`config.mk`:
```
export PLATFORM = sky130hd
export DESIGN_NAME = db_req_issuer_flat
export DESIGN_NICKNAME = d
export VERILOG_FILES = /design/src/rtl/db_req_issuer_if.sv /design/src/rtl/db_req_issuer.sv /design/src/flat_wrapper.sv
export SDC_FILE = /design/constraint.sdc
export NUM_CORES = 1
export LEC_CHECK = 0
export ABC_AREA = 1
export CAP_MARGIN = 15
export CORE_MARGIN = 3
export CORE_UTILIZATION = 50
export CTS_CLUSTER_SIZE = 20
export DETAILED_ROUTE_END_ITERATION = 6
export PLACE_DENSITY_LB_ADDON = 0.08
export SLEW_MARGIN = 25
export SYNTH_ARGS = -nofsm -noshare
export SYNTH_HDL_FRONTEND = slang
export SYNTH_SLANG_ARGS = --single-unit
```
`constraint.sdc`:
```
create_clock -name clk -period 4.2 [get_ports clk]
set_clock_uncertainty 0.15 [all_clocks]
set_input_delay 1.26 -clock clk [delete_from_list [all_inputs] [get_ports clk]]
set_output_delay 1.26 -clock clk [all_outputs]
set_load 0.01 [all_outputs]
```
`src/rtl/db_req_issuer_if.sv`:
```
// Request/response bus of the database request issuer.
// Handshake: a request transfers on any rising clk edge where in_valid and
// in_ready are both high; in_ready depends on issuer registers only.
// db_valid, db_rsp_valid and out_valid are single-cycle strobes with no
// backpressure. Responses on db_rsp_* return strictly in request order.
interface db_req_issuer_if #(
    parameter int KEY_SIZE = 96,
    parameter int DEPTH    = 8
);
    // request from the packet pipeline
    logic                     in_valid;
    logic                     in_ready;
    logic [31:0]              in_src_ip;
    logic [31:0]              in_dst_ip;
    logic [15:0]              in_dst_port;
    logic [3:0]               in_op;
    logic [7:0]               in_tag;

    // request to the database
    logic                     db_valid;
    logic [KEY_SIZE-1:0]      db_key;
    logic [3:0]               db_flag;

    // in-order response from the database
    logic                     db_rsp_valid;
    logic [3:0]               db_rsp_flag;

    // decision output
    logic                     out_valid;
    logic [7:0]               out_tag;
    logic [3:0]               out_flag;
    logic                     out_timeout;

    // status
    logic [$clog2(DEPTH):0]   outstanding;
    logic                     err_unexpected;

    // environment side: issues requests, answers as the database, consumes decisions
    modport master (
        output in_valid, in_src_ip, in_dst_ip, in_dst_port, in_op, in_tag,
        output db_rsp_valid, db_rsp_flag,
        input  in_ready, db_valid, db_key, db_flag,
        input  out_valid, out_tag, out_flag, out_timeout,
        input  outstanding, err_unexpected
    );

    // issuer side
    modport slave (
        input  in_valid, in_src_ip, in_dst_ip, in_dst_port, in_op, in_tag,
        input  db_rsp_valid, db_rsp_flag,
        output in_ready, db_valid, db_key, db_flag,
        output out_valid, out_tag, out_flag, out_timeout,
        output outstanding, err_unexpected
    );
endinterface

```
`src/rtl/db_req_issuer.sv`:
```
// Database request issuer.
// Accepts packet tuples, forwards a lookup key to the database one cycle
// later, remembers each caller tag in a circular FIFO and pairs the in-order
// database responses with those tags on the decision output.
// Optional feature: define DB_TIMEOUT_EN to add a head-of-line watchdog that
// retires requests whose response never came; the late responses are then
// absorbed through drop credits. Without it, responses are awaited forever.
module db_req_issuer #(
    parameter int KEY_SIZE = 96,
    parameter int DEPTH    = 8,
    parameter int TIMEOUT  = 255
) (
    input logic          clk,
    input logic          rst,
    db_req_issuer_if.slave bus
);
    localparam int AW = $clog2(DEPTH);
    localparam int CW = AW + 1;

    // FIFO state
    logic [7:0]    tag_mem [DEPTH];
    logic [AW-1:0] wr_ptr;
    logic [AW-1:0] rd_ptr;
    logic [CW-1:0] occ;
    logic [CW-1:0] occ_next;
    logic          in_ready_q;
    logic          ready_next;

    // drop credits: responses still owed for requests already retired
    logic [CW-1:0] credits;
    logic [CW-1:0] credits_next;

    // per-cycle events
    logic          accept;
    logic          occ_empty;
    logic          credit_zero;
    logic          rsp_pop;
    logic          rsp_unexp;
    logic          to_pop;
    logic          pop;

    // output registers
    logic                db_valid_q;
    logic [KEY_SIZE-1:0] db_key_q;
    logic [3:0]          db_flag_q;
    logic                out_valid_q;
    logic [7:0]          out_tag_q;
    logic [3:0]          out_flag_q;
    logic                err_q;

    // 96-bit tuple key, zero-extended or truncated to the configured key width
    logic [95:0]         tuple_key;

    assign tuple_key = {bus.in_src_ip, bus.in_dst_ip, bus.in_dst_port, 16'h0000};

    // Classify this cycle's request and response and derive next occupancy
    always_comb begin
        accept      = bus.in_valid && in_ready_q;
        occ_empty   = (occ == '0);
        credit_zero = (credits == '0);
        rsp_pop     = bus.db_rsp_valid && !occ_empty && credit_zero;
        rsp_unexp   = bus.db_rsp_valid && occ_empty && credit_zero;
        pop         = rsp_pop || to_pop;
        occ_next    = occ + CW'(accept) - CW'(pop);
        // occupancy plus credits may reach 2*DEPTH, so compare one bit wider
        ready_next  = ({1'b0, occ_next} + {1'b0, credits_next}) < (CW + 1)'(DEPTH);
    end

`ifdef DB_TIMEOUT_EN
    localparam int WW = (TIMEOUT < 1) ? 1 : $clog2(TIMEOUT + 1);

    logic [WW-1:0] wd;
    logic          rsp_drop;

    // Timeout retire and credit bookkeeping; a real response always wins
    always_comb begin
        rsp_drop     = bus.db_rsp_valid && !credit_zero;
        to_pop       = !occ_empty && !bus.db_rsp_valid && (wd >= WW'(TIMEOUT));
        credits_next = credits;
        if (to_pop && (credits != CW'(DEPTH))) begin
            credits_next = credits + 1'b1;
        end else if (rsp_drop) begin
            credits_next = credits - 1'b1;
        end
    end

    // Watchdog: restarts when the head changes or the FIFO is empty, saturates at TIMEOUT
    always_ff @(posedge clk) begin
        if (rst) begin
            wd      <= '0;
            credits <= '0;
        end else begin
            credits <= credits_next;
            if (pop || occ_empty) begin
                wd <= '0;
            end else if (wd < WW'(TIMEOUT)) begin
                wd <= wd + 1'b1;
            end
        end
    end

    logic out_timeout_q;

    // Timeout marker travels alongside out_valid
    always_ff @(posedge clk) begin
        if (rst) begin
            out_timeout_q <= 1'b0;
        end else if (pop) begin
            out_timeout_q <= to_pop;
        end
    end

    assign bus.out_timeout = out_timeout_q;
`else
    assign to_pop          = 1'b0;
    assign credits         = '0;
    assign credits_next    = '0;
    assign bus.out_timeout = 1'b0;
`endif

    // Tag FIFO storage; pointers alone define validity, so no reset is needed
    always_ff @(posedge clk) begin
        if (accept) begin
            tag_mem[wr_ptr] <= bus.in_tag;
        end
    end

    // FIFO pointers, occupancy and registered ready
    always_ff @(posedge clk) begin
        if (rst) begin
            wr_ptr     <= '0;
            rd_ptr     <= '0;
            occ        <= '0;
            in_ready_q <= 1'b0;
        end else begin
            if (accept) begin
                wr_ptr <= wr_ptr + 1'b1;
            end
            if (pop) begin
                rd_ptr <= rd_ptr + 1'b1;
            end
            occ        <= occ_next;
            in_ready_q <= ready_next;
        end
    end

    // Database request: key and flag captured on accept, held otherwise
    always_ff @(posedge clk) begin
        if (rst) begin
            db_valid_q <= 1'b0;
            db_key_q   <= '0;
            db_flag_q  <= '0;
        end else begin
            db_valid_q <= accept;
            if (accept) begin
                db_key_q  <= KEY_SIZE'(tuple_key);
                db_flag_q <= bus.in_op;
            end
        end
    end

    // Decision output: one strobe per popped head tag
    always_ff @(posedge clk) begin
        if (rst) begin
            out_valid_q <= 1'b0;
            out_tag_q   <= '0;
            out_flag_q  <= '0;
        end else begin
            out_valid_q <= pop;
            if (pop) begin
                out_tag_q  <= tag_mem[rd_ptr];
                out_flag_q <= rsp_pop ? bus.db_rsp_flag : 4'h0;
            end
        end
    end

    // Sticky error for a response with nothing to match it
    always_ff @(posedge clk) begin
        if (rst) begin
            err_q <= 1'b0;
        end else if (rsp_unexp) begin
            err_q <= 1'b1;
        end
    end

    assign bus.in_ready       = in_ready_q;
    assign bus.db_valid       = db_valid_q;
    assign bus.db_key         = db_key_q;
    assign bus.db_flag        = db_flag_q;
    assign bus.out_valid      = out_valid_q;
    assign bus.out_tag        = out_tag_q;
    assign bus.out_flag       = out_flag_q;
    assign bus.outstanding    = occ;
    assign bus.err_unexpected = err_q;

endmodule

```
`src/flat_wrapper.sv`:
```
// flat-port wrapper written by rule: the top's interface ports become plain ports
module db_req_issuer_flat 
#(
    parameter int KEY_SIZE = 96,
    parameter int DEPTH    = 8,
    parameter int TIMEOUT  = 255
)
  (clk, rst, bus_in_valid, bus_in_src_ip, bus_in_dst_ip, bus_in_dst_port, bus_in_op, bus_in_tag, bus_db_rsp_valid, bus_db_rsp_flag, bus_in_ready, bus_db_valid, bus_db_key, bus_db_flag, bus_out_valid, bus_out_tag, bus_out_flag, bus_out_timeout, bus_outstanding, bus_err_unexpected);
  db_req_issuer_if #(.KEY_SIZE(KEY_SIZE), .DEPTH(DEPTH)) bus_i ();
  input logic clk;
  input logic rst;
  input wire logic [$bits(bus_i.in_valid)-1:0] bus_in_valid;
  input wire logic [$bits(bus_i.in_src_ip)-1:0] bus_in_src_ip;
  input wire logic [$bits(bus_i.in_dst_ip)-1:0] bus_in_dst_ip;
  input wire logic [$bits(bus_i.in_dst_port)-1:0] bus_in_dst_port;
  input wire logic [$bits(bus_i.in_op)-1:0] bus_in_op;
  input wire logic [$bits(bus_i.in_tag)-1:0] bus_in_tag;
  input wire logic [$bits(bus_i.db_rsp_valid)-1:0] bus_db_rsp_valid;
  input wire logic [$bits(bus_i.db_rsp_flag)-1:0] bus_db_rsp_flag;
  output wire logic [$bits(bus_i.in_ready)-1:0] bus_in_ready;
  output wire logic [$bits(bus_i.db_valid)-1:0] bus_db_valid;
  output wire logic [$bits(bus_i.db_key)-1:0] bus_db_key;
  output wire logic [$bits(bus_i.db_flag)-1:0] bus_db_flag;
  output wire logic [$bits(bus_i.out_valid)-1:0] bus_out_valid;
  output wire logic [$bits(bus_i.out_tag)-1:0] bus_out_tag;
  output wire logic [$bits(bus_i.out_flag)-1:0] bus_out_flag;
  output wire logic [$bits(bus_i.out_timeout)-1:0] bus_out_timeout;
  output wire logic [$bits(bus_i.outstanding)-1:0] bus_outstanding;
  output wire logic [$bits(bus_i.err_unexpected)-1:0] bus_err_unexpected;
  assign bus_i.in_valid = bus_in_valid;
  assign bus_i.in_src_ip = bus_in_src_ip;
  assign bus_i.in_dst_ip = bus_in_dst_ip;
  assign bus_i.in_dst_port = bus_in_dst_port;
  assign bus_i.in_op = bus_in_op;
  assign bus_i.in_tag = bus_in_tag;
  assign bus_i.db_rsp_valid = bus_db_rsp_valid;
  assign bus_i.db_rsp_flag = bus_db_rsp_flag;
  assign bus_in_ready = bus_i.in_ready;
  assign bus_db_valid = bus_i.db_valid;
  assign bus_db_key = bus_i.db_key;
  assign bus_db_flag = bus_i.db_flag;
  assign bus_out_valid = bus_i.out_valid;
  assign bus_out_tag = bus_i.out_tag;
  assign bus_out_flag = bus_i.out_flag;
  assign bus_out_timeout = bus_i.out_timeout;
  assign bus_outstanding = bus_i.outstanding;
  assign bus_err_unexpected = bus_i.err_unexpected;
  db_req_issuer #(.KEY_SIZE(KEY_SIZE), .DEPTH(DEPTH), .TIMEOUT(TIMEOUT)) u_core (.clk(clk), .rst(rst), .bus(bus_i));
endmodule
```
Yosys cells after proc, flatten, opt, wreduce, memory -nomap -nowiden
Memories as Yosys holds them, arrays and structs flattened. A register that Yosys moved wholly into a read port is not among the register bits.
Cells that the tools add are included.
{"block": "word_totals", "n_memories": 1, "register_bits": 102, "ramBits": 64, "input_bits": 100, "word_cells": 23, "out_inout_bits": 121}
{"block": "classes", "muxes": 2, "reduce_logical": 5, "add_sub_neg": 4, "order_cmp": 1}
{"memory": "u_core.tag_mem", "words": 8, "word_bits": 8, "read_ports": 1, "rd_clocked_by_memory_dff": 1, "wr": 1, "line_no": "db_req_issuer.sv:21", "rtl": "logic [7:0] tag_mem [DEPTH];"}
{"op": "$add 3x1->3 const B", "n": 2}
{"op": "$add 4x1->4", "n": 1}
{"op": "$logic_not 4->1", "n": 1}
{"op": "$lt 4x4->1 const B", "n": 1}
{"op": "$sub 4x1->4", "n": 1}
{"op": "$logic_and 1x1->1", "n": 3}
{"op": "$mux 1", "n": 2}
{"op": "$logic_not 1->1", "n": 1}

Logic depth before layout (Yosys ltp)
{"block": "logic_depth", "ltp_word": 5, "ltp_mapped": 13, "ltp_nobuf": 12}

Worst setup path before layout
OpenSTA, ideal clock, no wires.
{"block": "synth_path", "path_kind": "input port to flip-flop", "startpoint": "input port bus_db_rsp_valid", "endpoint": "register u_core.occ[2], in the netlist u_core.bus.outstanding[2]", "stages": 10, "n_path_buf": 1, "t_arrival_ns": 2.571, "required_ns": 3.922, "setup_time_ns": 0.128, "slack_ns": 1.351, "path_cell_list": "nand2_4 > inv_2 > buf_6 > ha_1 > inv_1 > ha_1 > inv_1 > fa_1 > xor2_1 > nor2_1"}
{"block": "synth_between", "elab_chain_cells": 2}
{"item": "from (decl)", "line_no": "flat_wrapper.sv:18", "rtl": "input wire logic [$bits(bus_i.db_rsp_valid)-1:0] bus_db_rsp_valid;"}
{"item": "$logic_and 1x1->1", "line_no": "db_req_issuer.sv:61", "rtl": "rsp_pop = bus.db_rsp_valid && !occ_empty && credit_zero;"}
{"item": "via u_core.pop", "line_no": "db_req_issuer.sv:40", "rtl": "logic pop;"}
{"item": "$sub 4x1->4", "line_no": "db_req_issuer.sv:64", "rtl": "occ_next = occ + CW'(accept) - CW'(pop);"}
{"item": "to (signal assigned)", "line_no": "db_req_issuer.sv:142", "rtl": "occ <= occ_next;"}
{"item": "to (decl)", "line_no": "db_req_issuer.sv:24", "rtl": "logic [CW-1:0] occ;"}
The timed path passes the listed nets, and every way through them passes these cells.
A chain may end at the register's enable or synchronous reset.

Worst setup path in the final report
{"block": "layout_path", "startpoint": "input port bus_db_rsp_valid", "endpoint": "register u_core.occ[2], in the netlist u_core.bus.outstanding[2]"}
{"block": "layout_between", "elab_chain_cells": 2}
{"item": "$logic_and 1x1->1", "line_no": "db_req_issuer.sv:61"}
{"item": "$sub 4x1->4", "line_no": "db_req_issuer.sv:64"}
Every way passes these cells.

==> metrics.txt <==
post-placement cell count=1,110; initial DRC count=501; post-route minimum period=3.246 ns; CTS tree=done; die width=122.8 µm; Via density=5.000; Mapped Area=0.006819 mm²; Leak=3.614 nW; PortBufs=203; Mapped Avg Cell Area=8.902 µm²; P_int=0.003460 W; Max Clock Freq=0.3080 GHz; total power=0.004879 W; cell family with most CP delay=buffers and inverters; top cell type's share of synthesized area=32.29%; Synth area leader=dfxtp_1; core area=0.01330 mm²; slowest CP cell=clkdlybuf4s50_1; final setup fails=0; Starting Density=51.29%; Layout Cells excl Fill=1,141; Worst-path clk slew=0.06 ns; first-pass GRT wire length=27,130 µm; CTS buffer count=17; Max-Cap Viols=0; row count=42; Pwr Density=518.2 mW/mm²; ratio of cells with drive above 1 in the final layout=4.560%; post-CTS setup repair buffer count=0; Gates resized, CTS repair=0; Min-Delay Path Class=reg2reg; Root Buffer=clkbuf_16; n_diodes=0; # H-tree levels=4; slowest stage delay, CP=0.54 ns; final period utilization=77.30%; startpoint types=input pin; Comb pwr share=25.4%; Max Buffers Root-to-Sink=2; CP Buf/Inv Count=4; DRC viols=0; critical path cell sequence=clkdlybuf4s50_1 -> nand2_4 -> inv_2 -> ha_1 -> inv_1 -> ha_1 -> inv_1 -> fa_1 -> xor2_1 -> nor2_1; Final Hold Fails=0; critical path class=in2reg; gpl congestion=0.7915; # clock sinks=174; Sw Share=29.09%; clock latency on the worst-skew pair=0.43 ns; Die Y=122.8 µm; Setup TNS=0 ns; Cell variety after synth=27; final wirelength=17,870 µm; Rel. slew slack=41.36%; max-slew violations=0; all-layer global routing usage=23.55%; area grow syn2layout=38.07%; total congestion overflow=0; sequential area share after synthesis=60.48%; Final nets=1,061; Hold Buf Count CTS=0; clock share of power=32.9%; RSZ-0062 raised after global routing=no; commonest non-fill, non-tap cell in the layout=nand2_1; CP Max Fanout=19; via count=5,705; Area contributors post-synth=dfxtp_1 (32%), edfxtp_1 (28%), nand2_1 (15%); initial antenna violation count=0; synth warn=0; vias in the first global route=5,559; pin count of the biggest net entering global routing=111; Fill cells=1,026; most frequent cells in the layout=nand2_1 (274), clkdlybuf4s50_1 (202), dfxtp_1 (110), a21oi_1 (100), edfxtp_1 (64); CP arrival=3.38 ns; WL per Instance=15.66 µm; Worst Path Required=4.33 ns; IO Count=221; post-DP HPWL=12,050 µm; Flop pwr share=41.7%; DIE AREA=0.01507 mm²; Worst VDD drop=0.3255 mV; worst slew pin tran=0.8796 ns; synthesis-stage register bit count=174; Detailed Routing Iterations Pass 1=7; Post-Synthesis Cells=766; Routed Antenna Nets=0; status=complete, no violations; Crit. End Element=flip-flop; P_sw=0.001419 W
sequential cells by signal (all words and copies together), names as in the netlist, 3 cells and up:
signal                  cells
u_core.bus.db_key          80
u_core.tag_mem             64
u_core.bus.out_tag          8
u_core.bus.db_flag          4
u_core.bus.out_flag         4
u_core.bus.outstanding      4
u_core.rd_ptr               3
u_core.wr_ptr               3
cells by family after synthesis:
| family | Yosys count | share of synthesized area (%) |
|---|---|---|
| XOR/XNOR | 2 | 0.2569 |
| flip-flops | 174 | 60.48 |
| buffers and inverters | 128 | 9.486 |
| AND/OR/NAND/NOR | 349 | 20.44 |
| AO/OA/AOI/OAI | 104 | 7.706 |
| adder cells (fa/ha/maj) | 8 | 1.578 |
| other | 1 | 0.05499 |
metrics by stage:
stage               worst slack, ns  cell area [µm²]  util [%]  hold WS (ns)
CTS                          0.9564             9412     70.79        0.2987
floorplan                     1.351             6879         -        0.3127
global route                 0.7613             9415     70.82        0.3305
detailed placement           0.5069             8810     66.26        0.2893
global placement             0.5665             8810     66.26        0.2921
finish                       0.9535             9415     70.82        0.2971
final timing paths:
path,start,end,slack [ns],cells past startpoint
min reg2reg,u_core.bus.err_unexpected$_SDFFE_PP0P_,u_core.bus.err_unexpected$_SDFFE_PP0P_,0.30,2
min,u_core.bus.err_unexpected$_SDFFE_PP0P_,u_core.bus.err_unexpected$_SDFFE_PP0P_,0.30,2
max,bus_db_rsp_valid,u_core.bus.outstanding[2]$_SDFF_PP0_,0.95,10
max reg2reg,u_core.bus.outstanding[2]$_SDFF_PP0_,u_core.bus.outstanding[2]$_SDFF_PP0_,1.58,12
area by class of cell:
type	instances	area [µm²]	share of cell area, %
clock buffer	18	429.2	4.558
clock inverter	13	172.7	1.834
inverter	68	260.3	2.764
multi-input combinational	480	2108	22.39
sequential	174	4124	43.80
tap	176	220.2	2.339
timing repair buffer	212	2101	22.31
power groups by stage:
stage	Combinational [W]	Clock [W]	Sequential, W
floorplan	0.000704	0	0.00210
global placement	0.00121	0	0.00206
detailed placement	0.00124	0	0.00207
CTS	0.00125	0.00163	0.00204
global route	0.00138	0.00169	0.00206
finish	0.00124	0.00161	0.00204
worst reg2reg max path, delay by kind of cell (launching register included):
family,cells,cell delay [ns]
AND/OR/NAND/NOR,3,0.35
buffers and inverters,4,0.47
XOR/XNOR,1,0.14
flip-flops,1,0.34
adder cells (fa/ha/maj),4,1.03
routing by layer:
| layer | vias up | share of wire [%] | global-route usage (%) | wire length, µm |
|---|---|---|---|---|
| li1 | 2788 | - | - | - |
| met1 | 2615 | 38 | 26.96 | 6752 |
| met2 | 256 | 50 | 39.29 | 9012 |
| met3 | 46 | 8.7 | 8.295 | 1561 |
| met4 | 0 | 3.0 | 11.27 | 538 |
| met5 | - | 0 | 0 | 0 |
cell usage after synthesis (all sizes together):
| library cell | number |
|---|---|
| nor2b | 1 |
| nor3 | 1 |
| ha | 7 |
| nor2 | 18 |
| a21oi | 100 |
| nand2 | 276 |
| a211oi | 2 |
| buf | 50 |
| o21ai | 2 |
| nor3b | 1 |
| nand3 | 51 |
| inv | 67 |
| clkbuf | 10 |
| dfxtp | 110 |
| nand4 | 1 |
| xor2 | 2 |
| edfxtp | 64 |
| fa | 1 |
| conb | 1 |
| clkinv | 1 |
Note: power is estimated with default switching activity, not from simulation.
